==> src/rtl/handshake_sched_pkg.sv <==
// Shared types and default sizing for the handshake scheduler slice.
package handshake_sched_pkg;

  localparam int DEFAULT_NREQ    = 4;
  localparam int DEFAULT_ACK_MAX = 3;

  typedef enum logic [2:0] {
    IDLE,
    REQ,
    ACK_WAIT,
    DONE_WAIT,
    RESP
  } state_t;

endpackage

==> src/rtl/handshake_sched_rr_arbiter.sv <==
// Combinational round-robin pick: first set request at or after ptr, wrapping.
module rr_arbiter
  import handshake_sched_pkg::*;
#(
  parameter int N  = DEFAULT_NREQ,
  parameter int IW = $clog2(N)
) (
  input  logic [N-1:0]  req,
  input  logic [IW-1:0] ptr,
  output logic [IW-1:0] idx,
  output logic          valid
);

  logic [IW-1:0] cand;

  always_comb begin
    idx   = '0;
    valid = 1'b0;
    cand  = '0;
    for (int i = 0; i < N; i++) begin
      cand = IW'((int'(ptr) + i) % N);
      if (!valid && req[cand]) begin
        idx   = cand;
        valid = 1'b1;
      end
    end
  end

endmodule

==> src/rtl/handshake_sched.sv <==
// Round-robin scheduler granting one client at a time a req/ack/done
// handshake on a shared resource, with ack timeout and error counting.
module handshake_sched
  import handshake_sched_pkg::*;
#(
  parameter int NREQ    = DEFAULT_NREQ,
  parameter int ACK_MAX = DEFAULT_ACK_MAX
) (
  input  logic                    clk,
  input  logic                    reset,
  input  logic [NREQ-1:0]         req_i,
  output logic [NREQ-1:0]         gnt_o,
  output logic [NREQ-1:0]         done_o,
  output logic [NREQ-1:0]         err_o,
  output logic                    res_req,
  output logic [$clog2(NREQ)-1:0] res_sel,
  input  logic                    res_ack,
  input  logic                    res_done,
  output logic                    busy,
  output logic [7:0]              err_cnt
);

  localparam int SEL_W = $clog2(NREQ);
  localparam int CNT_W = $clog2(ACK_MAX + 1);

  state_t            state, state_n;
  logic [SEL_W-1:0]  sel_q, sel_n;
  logic [SEL_W-1:0]  ptr_q, ptr_n;
  logic [SEL_W-1:0]  arb_idx;
  logic              arb_valid;
  logic [CNT_W-1:0]  cnt_q, cnt_n;
  logic              fail_q, fail_n;
  logic [7:0]        err_cnt_q, err_cnt_n;
  logic [NREQ-1:0]   sel_onehot;

  rr_arbiter #(.N(NREQ)) u_arb (
    .req   (req_i),
    .ptr   (ptr_q),
    .idx   (arb_idx),
    .valid (arb_valid)
  );

  always_ff @(posedge clk) begin
    if (reset) begin
      state     <= IDLE;
      sel_q     <= '0;
      ptr_q     <= '0;
      cnt_q     <= '0;
      fail_q    <= 1'b0;
      err_cnt_q <= '0;
    end else begin
      state     <= state_n;
      sel_q     <= sel_n;
      ptr_q     <= ptr_n;
      cnt_q     <= cnt_n;
      fail_q    <= fail_n;
      err_cnt_q <= err_cnt_n;
    end
  end

  // Acks/dones are only looked at in their own wait state, so strays elsewhere are dropped.
  always_comb begin
    state_n   = state;
    sel_n     = sel_q;
    ptr_n     = ptr_q;
    cnt_n     = cnt_q;
    fail_n    = fail_q;
    err_cnt_n = err_cnt_q;
    case (state)
      IDLE: begin
        if (arb_valid) begin
          sel_n   = arb_idx;
          state_n = REQ;
        end
      end
      REQ: begin
        cnt_n   = '0;
        fail_n  = 1'b0;
        state_n = ACK_WAIT;
      end
      ACK_WAIT: begin
        if (res_ack) begin
          state_n = DONE_WAIT;
        end else if (cnt_q == CNT_W'(ACK_MAX - 1)) begin
          fail_n  = 1'b1;
          state_n = RESP;
        end else begin
          cnt_n = cnt_q + 1'b1;
        end
      end
      DONE_WAIT: begin
        fail_n  = !res_done;
        state_n = RESP;
      end
      RESP: begin
        if (fail_q && err_cnt_q != 8'hFF) err_cnt_n = err_cnt_q + 8'd1;
        ptr_n   = (sel_q == SEL_W'(NREQ - 1)) ? '0 : sel_q + 1'b1;
        state_n = IDLE;
      end
      default: state_n = IDLE;
    endcase
  end

  assign sel_onehot = NREQ'(1) << sel_q;

  always_comb begin
    gnt_o   = '0;
    done_o  = '0;
    err_o   = '0;
    res_req = 1'b0;
    busy    = (state != IDLE);
    if (state != IDLE) gnt_o = sel_onehot;
    if (state == REQ) res_req = 1'b1;
    if (state == RESP) begin
      if (fail_q) err_o  = sel_onehot;
      else        done_o = sel_onehot;
    end
  end

  assign res_sel = sel_q;
  assign err_cnt = err_cnt_q;

endmodule

==> config.mk <==
export PLATFORM = sky130hd
export DESIGN_NAME = handshake_sched
export DESIGN_NICKNAME = d
export VERILOG_FILES = /design/src/rtl/handshake_sched_pkg.sv /design/src/rtl/handshake_sched_rr_arbiter.sv /design/src/rtl/handshake_sched.sv
export SDC_FILE = /design/constraint.sdc
export NUM_CORES = 1
export LEC_CHECK = 0
export CAP_MARGIN = 10
export CORE_MARGIN = 2
export CORE_UTILIZATION = 50
export DETAILED_ROUTE_END_ITERATION = 6
export GPL_TIMING_DRIVEN = 0
export PLACE_DENSITY = 0.95
export SLEW_MARGIN = 20
export SYNTH_ARGS = -nofsm -noshare
export SYNTH_HDL_FRONTEND = slang
export SYNTH_SLANG_ARGS = --single-unit
==> constraint.sdc <==
create_clock -name clk -period 3.3 [get_ports clk]
set_input_delay 0.66 -clock clk [delete_from_list [all_inputs] [get_ports clk]]
set_output_delay 0.66 -clock clk [all_outputs]
set_load 0.1 [all_outputs]
==> results_tabular.tex, run 1 <==
\begin{tabular}{lr}
\hline
Metric & Value \\
\hline
\multicolumn{2}{l}{\textbf{Pwr}} \\
Proportion of total power due to net switching & between 40\% and 50\% \\
Fraction of power consumed by sequential logic & between 40\% and 50\% \\
Peak VDD IR & 0.2757 mV \\
Power Dens Cells & about 380 nW/um\^{}2 \\
Static Leakage & roughly 0.54 nW \\
Post-route total power & 544.6 uW \\
Internal & 325.1 uW \\
Net switching power & around 220 uW \\
Part of the power in combinational logic & 37.0\% \\
Fraction of power consumed by the clock network & 19.7\% \\
\multicolumn{2}{l}{\textbf{Placed design}} \\
Area after detailed placement & 1421 sq um \\
HPWL after detailed placement & about 2000 microns \\
Number of buffers inserted by port buffering & 30 \\
Final weighted congestion in routability-driven placement & between 0.8 and 0.9 \\
\multicolumn{2}{l}{\textbf{Clock tree}} \\
Cell chosen for the clock root & sky130\_fd\_sc\_hd\_\_clkbuf\_4 \\
Number of sinks on the clock net & 18 \\
Clock Pin Slew Worst Setup and Hold Paths & 0.10 ns \\
Clock tree from TritonCTS & done \\
H-tree level count & 1 \\
Number of buffers created by CTS & 3 \\
Buffer depth of the longest clock path & 2 \\
Post CTS Setup Buffer Count & 0 \\
Hold buffer count at cts & 0 \\
Skew-Pair Late Insertion Delay & about 0.28 ns \\
\multicolumn{2}{l}{\textbf{Yosys}} \\
Share of the synthesized area in the top cell type & 33.14\% \\
Number of synthesized register bits & 18 \\
Share of synthesized cell area in and, or, nand and nor gates & a little over a third \\
Cell type contributing the most total cell area after synthesis & sky130\_fd\_sc\_hd\_\_dfxtp\_1 \\
Netlist area before placement & 1087 sq um \\
Share of the synthesized netlist area taken by xor and xnor gates & 0.8055\% \\
Post-Synthesis Net Count & 149 \\
Largest cells by area after synthesis & sky130\_fd\_sc\_hd\_\_dfxtp\_1 (33\%), sky130\_fd\_sc\_hd\_\_and2\_1 (6.9\%), sky130\_fd\_sc\_hd\_\_ha\_1 (6.9\%) \\
Complex-gate fraction of the synthesized area & $\sim$15\% \\
Synthesis warning total & 0 \\
Sequential fraction of the synthesis area & roughly a third \\
Fraction of synthesis flops using an asynchronous set or reset pin & 0\% \\
Count of flip-flops with a built-in enable after synthesis & 0 \\
Mapped Cells & around 140 \\
Leading register cell type out of synthesis & sky130\_fd\_sc\_hd\_\_dfxtp\_1 \\
Unique masters post-synth & 38 \\
Share of synthesized area spent on multiplexers & $\sim$2.8\% \\
Average footprint of a synthesized cell & between 8 and 9 sq um \\
Combinational family with the most area after synthesis & simple AND/OR/NAND/NOR gates \\
Adder-cell share of the synthesized area & slightly below 7\% \\
\multicolumn{2}{l}{\textbf{Timing}} \\
Final slew viol count & 0 \\
Final setup violation count & 0 \\
Count of endpoints failing hold in the final timing report & 0 \\
Fin Clk Skew & 0.0009093 ns \\
Clock period minus final worst setup slack & between 3 and 4 ns \\
Slew @ Worst Pin & between 0.9 and 1 ns \\
Setup TNS & 0 ns \\
Max-Slew Margin vs Limit & about a third \\
RSZ-0062 raised after global routing & no \\
Maximum clock frequency & about 320 MHz \\
Final clock period utilization by the worst path & 94.03\% \\
\multicolumn{2}{l}{\textbf{GRT}} \\
Vias in the first global route & roughly 1000 \\
Initial antenna violation count & 0 \\
First-pass GRT wire length & around 4400 microns \\
Maximum number of pins on one net before global-route repair & 11 \\
Leftover overflow at the end of global routing & 0 \\
GRT Total Usage & between 20\% and 30\% \\
\multicolumn{2}{l}{\textbf{Final layout}} \\
Fraction of final layout cells with drive strength greater than 1 & around 8.3\% \\
Layout area overhead & 31.53\% \\
Final antenna diode count & 0 \\
Fillers & $\sim$160 \\
Fin area & about 1400 sq um \\
Net total in the final layout & $\sim$180 \\
Sequential standard cell area & 360.3 sq um \\
Area of combinational cells with multiple inputs & around 660 sq um \\
\multicolumn{2}{l}{\textbf{Setup path}} \\
Data arrival time of the worst path & roughly 2.4 ns \\
Type of origin of the critical path & register \\
Critical path data required time & roughly 2.6 ns \\
Critical Path Fanout Max & 10 \\
Critical path capture point type & output port \\
Path type of the worst setup path & reg -> out \\
\multicolumn{2}{l}{\textbf{Drt}} \\
Count of antenna-violating nets left after detailed routing & 0 \\
Avg Vias per Cell & between 5 and 6 \\
First-pass iteration count of the detailed router & 4 \\
Vias after detailed routing & approximately 1100 \\
DRT iter0 DRCs & 26 \\
Remaining routing DRC violations & 0 \\
Total detailed-routing wirelength & around 2600 microns \\
WL per Instance & 13.57 microns \\
\multicolumn{2}{l}{\textbf{Die}} \\
Height of the die & roughly 51 microns \\
Die W & $\sim$51 microns \\
Io pins & 32 \\
Core footprint & roughly 2000 sq um \\
Number of cell rows & 16 \\
Initial core utilization & 54.31\% \\
Die ar. & around 2600 sq um \\
\multicolumn{2}{l}{\textbf{Run status}} \\
Result of the run & finished clean \\
\multicolumn{2}{l}{\textbf{Hold path}} \\
Class of the most critical hold timing path & reg -> reg \\
\multicolumn{2}{l}{\textbf{Job}} \\
Number of maximum-capacitance constraint violations & 0 \\
\hline
\end{tabular}
cells by family after synthesis:
logic type | Yosys count
XOR/XNOR | 1
flip-flops | 18
AO/OA/AOI/OAI | 27
AND/OR/NAND/NOR | 66
multiplexers | 3
buffers and inverters | 14
adder cells (fa/ha/maj) | 6
flip-flops by register name, summed over array words and instances, names as in the netlist:
name,cells
fail_q,1
res_sel,2
err_cnt,8
ptr_q,2
state,3
cnt_q,2
per-layer routing:
metal	vias up	GRT usage, %	routed length [microns]
met5	-	0	0
met4	0	2.703	10
met3	2	4.762	129
met2	40	41.67	1360
met1	507	25.83	1146
li1	545	-	-
power groups by stage:
stage	registers (mW)	logic, mW	clock network (mW)
4_1_cts	0.236	0.201	0.107
5_1_grt	0.237	0.213	0.118
3_5_place_dp	0.241	0.200	0
2_1_floorplan	0.253	0.139	0
6_report	0.236	0.202	0.108
3_3_place_gp	0.240	0.195	0
cell type report:
type / instances / area share (%)
Timing Repair Buffer: 30 / 20.04
Sequential cell: 18 / 25.20
Inverter: 7 / 1.837
Tap cell: 27 / 2.362
Buffer: 7 / 2.800
Clock buffer: 3 / 1.575
Multi-Input combinational cell: 103 / 46.19
synthesized netlist by cell type (2+ instances only):
master,number
sky130_fd_sc_hd__nor4_1,3
sky130_fd_sc_hd__nand3_1,4
sky130_fd_sc_hd__buf_2,2
sky130_fd_sc_hd__clkbuf_1,2
sky130_fd_sc_hd__a31oi_1,3
sky130_fd_sc_hd__dfxtp_1,18
sky130_fd_sc_hd__mux2i_1,3
sky130_fd_sc_hd__and4_1,3
sky130_fd_sc_hd__a21oi_1,12
sky130_fd_sc_hd__inv_1,7
sky130_fd_sc_hd__nor3_1,8
sky130_fd_sc_hd__ha_1,6
sky130_fd_sc_hd__and3_1,2
sky130_fd_sc_hd__nand2b_1,5
sky130_fd_sc_hd__nand2_1,7
sky130_fd_sc_hd__o21ai_0,4
sky130_fd_sc_hd__nor2_1,11
sky130_fd_sc_hd__nor2b_1,4
sky130_fd_sc_hd__and2_1,12
through the flow:
| stage | setup slack, ns | utilization [%] | hold WS [ns] | std cells |
|---|---|---|---|---|
| 2_1_floorplan | 0.5594 | - | 0.4704 | 135 |
| 3_3_place_gp | 0.1006 | 71.00 | 0.4811 | 192 |
| 3_5_place_dp | 0.01179 | 71.00 | 0.5063 | 192 |
| 4_1_cts | 0.006816 | 72.06 | 0.5201 | 195 |
| 5_1_grt | 0.05531 | 71.44 | 0.5610 | 195 |
| 6_report | 0.1970 | 71.44 | 0.5142 | 195 |
final timing paths:
kind	start	cells past startpoint	to	slack (ns)
worst min-delay path	cnt_q[1]	2	cnt_q[1]	0.51
worst max register to register	state[2]	4	res_sel[1]	1.81
worst min register to register	cnt_q[1]	2	cnt_q[1]	0.51
worst max-delay path	state[2]	5	gnt_o[0]	0.20
cells in the final DEF (no fill, tap or decap), types with 2 or more instances in the layout:
master                            count
sky130_fd_sc_hd__a21oi_1             12
sky130_fd_sc_hd__a31oi_1              3
sky130_fd_sc_hd__and2_1              12
sky130_fd_sc_hd__and3_1               2
sky130_fd_sc_hd__and4_1               3
sky130_fd_sc_hd__buf_2                2
sky130_fd_sc_hd__clkbuf_1             2
sky130_fd_sc_hd__clkbuf_2             3
sky130_fd_sc_hd__clkbuf_4             3
sky130_fd_sc_hd__clkdlybuf4s50_1     26
sky130_fd_sc_hd__dfxtp_1             18
sky130_fd_sc_hd__ha_1                 6
sky130_fd_sc_hd__inv_1                7
sky130_fd_sc_hd__mux2i_1              3
sky130_fd_sc_hd__nand2_1              7
sky130_fd_sc_hd__nand2b_1             5
sky130_fd_sc_hd__nand3_1              4
sky130_fd_sc_hd__nor2_1              11
sky130_fd_sc_hd__nor2b_1              4
sky130_fd_sc_hd__nor3_1               8
sky130_fd_sc_hd__nor4_1               3
sky130_fd_sc_hd__o21ai_0              4
critical path, cell delays in order, from the launching register on:
cell and delay (ns):
sky130_fd_sc_hd__dfxtp_1 0.33, sky130_fd_sc_hd__buf_6 0.13, sky130_fd_sc_hd__nor3_1 0.36, sky130_fd_sc_hd__inv_1 0.17
sky130_fd_sc_hd__and2_1 0.20, sky130_fd_sc_hd__clkdlybuf4s50_1 0.96
what timing repair did:
action | in CTS | in global routing
cloned | 0 | 0
pin swaps | 0 | 0
resized for setup | 7 | 5
setup endpoints to repair | 4 | 3
Power figures use the tool's default switching activity.
==> inputs of run 2 (changes only) <==
Settings changed: CORE_ASPECT_RATIO set to 0.9.
==> run 2 against run 1 <==
- core utilization down 3.7 points
- via count grew 2.1%
- register-to-register slack got worse by 0.02 ns
- clock power grew 31%
- power grew 6.1%
- combinational power about the same
- largest cell class unchanged
==> results_tabular.tex, run 2 (synthesis gave the netlist of run 1 again) <==
\begin{tabular}{lr}
\hline
Metric & Value \\
\hline
\multicolumn{2}{l}{\textbf{Run status}} \\
Result of the run & finished clean \\
\multicolumn{2}{l}{\textbf{Setup path}} \\
Data arrival time of the worst path & 2.38 ns (-0.06 ns) \\
Type of origin of the critical path & register \\
Critical path data required time & 2.64 ns (about the same) \\
Path type of the worst setup path & reg -> out \\
Worst path cell trace & buf\_6 > nor3\_1 > inv\_1 > and2\_1 > clkdlybuf4s50\_1 \\
Critical path capture point type & output port \\
Critical Path Fanout Max & 10 (unchanged) \\
Largest incremental delay on the critical path & 0.97 ns (about the same) \\
Slowest cell on crit path & sky130\_fd\_sc\_hd\_\_clkdlybuf4s50\_1 \\
\multicolumn{2}{l}{\textbf{Placed design}} \\
Worst slack at placement & 0.08247 ns (+0.07068 ns) \\
Number of buffers inserted by port buffering & 30 (unchanged) \\
Final weighted congestion in routability-driven placement & 0.7912 (-3.7\%) \\
Placed insts & 192 (unchanged) \\
HPWL after detailed placement & 1897 microns (-6.6\%) \\
\multicolumn{2}{l}{\textbf{Pwr}} \\
Static Leakage & 0.5523 nW (+1.5\%) \\
Fraction of power consumed by sequential logic & 40.8\% (-2.4 points) \\
Power Dens Cells & 402.0 nW/um\^{}2 (+5.6\%) \\
Internal & 350.0 uW (+7.7\%) \\
Part of the power in combinational logic & 34.7\% (-2.3 points) \\
Fraction of power consumed by the clock network & 24.6\% (+4.9 points) \\
Proportion of total power due to net switching & 39.44\% (-0.87 points) \\
Net switching power & 227.9 uW (+3.8\%) \\
Peak VDD IR & 0.3045 mV (+10\%) \\
\multicolumn{2}{l}{\textbf{Final layout}} \\
Number of flip-flops in the largest register & 8 (unchanged) \\
Layout area overhead & 32.22\% \\
Count of non-filler cells in the finished layout & 196 (+0.51\%) \\
Most frequent standard cell in the layout excluding fill and tap cells & sky130\_fd\_sc\_hd\_\_clkdlybuf4s50\_1 \\
Net total in the final layout & 184 (unchanged) \\
Most used cells in the layout excluding fill and tap cells & sky130\_fd\_sc\_hd\_\_clkdlybuf4s50\_1 (26), sky130\_fd\_sc\_hd\_\_dfxtp\_1 (18), sky130\_fd\_sc\_hd\_\_and2\_1 (12), sky130\_fd\_sc\_hd\_\_a21oi\_1 (12), sky130\_fd\_sc\_hd\_\_nor2\_1 (11) \\
Final antenna diode count & 0 (unchanged) \\
Fraction of final layout cells with drive strength greater than 1 & 8.876\% (+0.54 points) \\
\multicolumn{2}{l}{\textbf{Clock tree}} \\
H-tree level count & 1 (unchanged) \\
Cell chosen for the clock root & sky130\_fd\_sc\_hd\_\_clkbuf\_4 \\
Number of buffers created by CTS & 3 (unchanged) \\
Clock Pin Slew Worst Setup and Hold Paths & 0.11 ns (about the same) \\
Hold buffer count at cts & 0 (unchanged) \\
Buffer depth of the longest clock path & 2 (unchanged) \\
Clock tree from TritonCTS & done \\
Post CTS Setup Buffer Count & 0 (unchanged) \\
Number of sinks on the clock net & 18 (unchanged) \\
Skew-Pair Late Insertion Delay & 0.30 ns (+0.02 ns) \\
\multicolumn{2}{l}{\textbf{Timing}} \\
RSZ-0062 raised after global routing & no \\
Count of endpoints failing hold in the final timing report & 0 (unchanged) \\
Fin worst setup slack & 0.2577 ns (+0.06075 ns) \\
Final setup violation count & 0 (unchanged) \\
Fin Clk Skew & 0.002387 ns (+0.001478 ns) \\
Maximum clock frequency & 328.7 MHz (+2.0\%) \\
Final slew viol count & 0 (unchanged) \\
Slew @ Worst Pin & 0.9765 ns (-0.01169 ns) \\
Clock period minus final worst setup slack & 3.042 ns (-0.06075 ns) \\
Final clock period utilization by the worst path & 92.19\% (-1.8 points) \\
Max-Slew Margin vs Limit & 34.70\% (+0.78 points) \\
Setup TNS & 0 ns (unchanged) \\
\multicolumn{2}{l}{\textbf{Drt}} \\
Vias after detailed routing & 1117 (+2.1\%) \\
DRT iter0 DRCs & 38 (+46\%) \\
Avg Vias per Cell & 5.699 (+1.6\%) \\
First-pass iteration count of the detailed router & 6 (+2) \\
Total detailed-routing wirelength & 2542 microns (-3.9\%) \\
WL per Instance & 12.97 microns (-4.4\%) \\
Remaining routing DRC violations & 0 (unchanged) \\
Count of antenna-violating nets left after detailed routing & 0 (unchanged) \\
\multicolumn{2}{l}{\textbf{Die}} \\
Initial core utilization & 51.24\% (-3.1 points) \\
Height of the die & 48.24 microns (-4.7\%) \\
Number of cell rows & 16 (unchanged) \\
Core footprint & 2122 sq um (+6.0\%) \\
Io pins & 32 (unchanged) \\
Die W & 53.16 microns (+5.0\%) \\
Die ar. & 2564 sq um (about the same) \\
\multicolumn{2}{l}{\textbf{GRT}} \\
Initial antenna violation count & 0 (unchanged) \\
Leftover overflow at the end of global routing & 0 (unchanged) \\
Maximum number of pins on one net before global-route repair & 11 (unchanged) \\
First-pass GRT wire length & 4008 microns (-9.1\%) \\
GRT Total Usage & 21.45\% (-0.58 points) \\
Vias in the first global route & 939 (-9.6\%) \\
\multicolumn{2}{l}{\textbf{Job}} \\
Number of maximum-capacitance constraint violations & 0 (unchanged) \\
\multicolumn{2}{l}{\textbf{Hold path}} \\
Class of the most critical hold timing path & reg -> reg \\
\hline
\end{tabular}
run 2: metal layers:
| metal | global-route usage (%) | vias to the layer above | routed length, microns |
|---|---|---|---|
| li1 | - | 542 | - |
| met1 | 26.32 | 525 | 1042 |
| met2 | 39.00 | 48 | 1325 |
| met3 | 2.147 | 2 | 148 |
| met4 | 9.744 | 0 | 25 |
| met5 | 0 | - | 0 |
run 2: area by class of cell:
type,instances,area (sq um)
Inverter,7,26.28
Timing Repair Buffer,30,280.3
Fill cell,179,684.4
Clock buffer,4,36.28
Tap cell,27,33.78
Buffer,7,40.04
Multi-Input combinational cell,103,660.6
Sequential cell,18,360.3
run 2: metrics by stage:
step	hold WS [ns]	util, %	total power, mW	cell area, sq um
5_1_grt	0.5620	67.75	0.6060	1438
3_3_place_gp	0.4785	66.98	0.4338	1421
2_1_floorplan	0.4704	-	0.3919	1087
3_5_place_dp	0.5001	66.98	0.4408	1421
4_1_cts	0.5154	68.51	0.5807	1454
6_report	0.5179	67.75	0.5779	1438
run 2: power groups by stage:
stage | logic [mW] | clock network, mW | registers [mW]
final | 0.200 | 0.142 | 0.236
after global routing | 0.214 | 0.155 | 0.237
after CTS | 0.201 | 0.144 | 0.236
after detailed placement | 0.200 | 0 | 0.241
after global placement | 0.194 | 0 | 0.240
after floorplan | 0.139 | 0 | 0.253
run 2: final timing paths:
| check | slack [ns] | to | depth (start not counted) | startpoint |
|---|---|---|---|---|
| max | 0.26 | gnt_o[1] | 5 | state[2] |
| max reg2reg | 1.79 | cnt_q[1] | 6 | cnt_q[0] |
| min reg2reg | 0.52 | cnt_q[1] | 2 | cnt_q[1] |
| min | 0.52 | cnt_q[1] | 2 | cnt_q[1] |
run 2: what timing repair did:
item	CTS	global route
resized for setup	5	7
pin swaps	0	0
endpoints found under the setup margin	4	4
run 2: critical path, delay by kind of cell (launching register included):
kind	cells	cell delay, ns
DFF	1	0.34
and+or+nand+nor	2	0.48
buffers and inverters	3	1.26
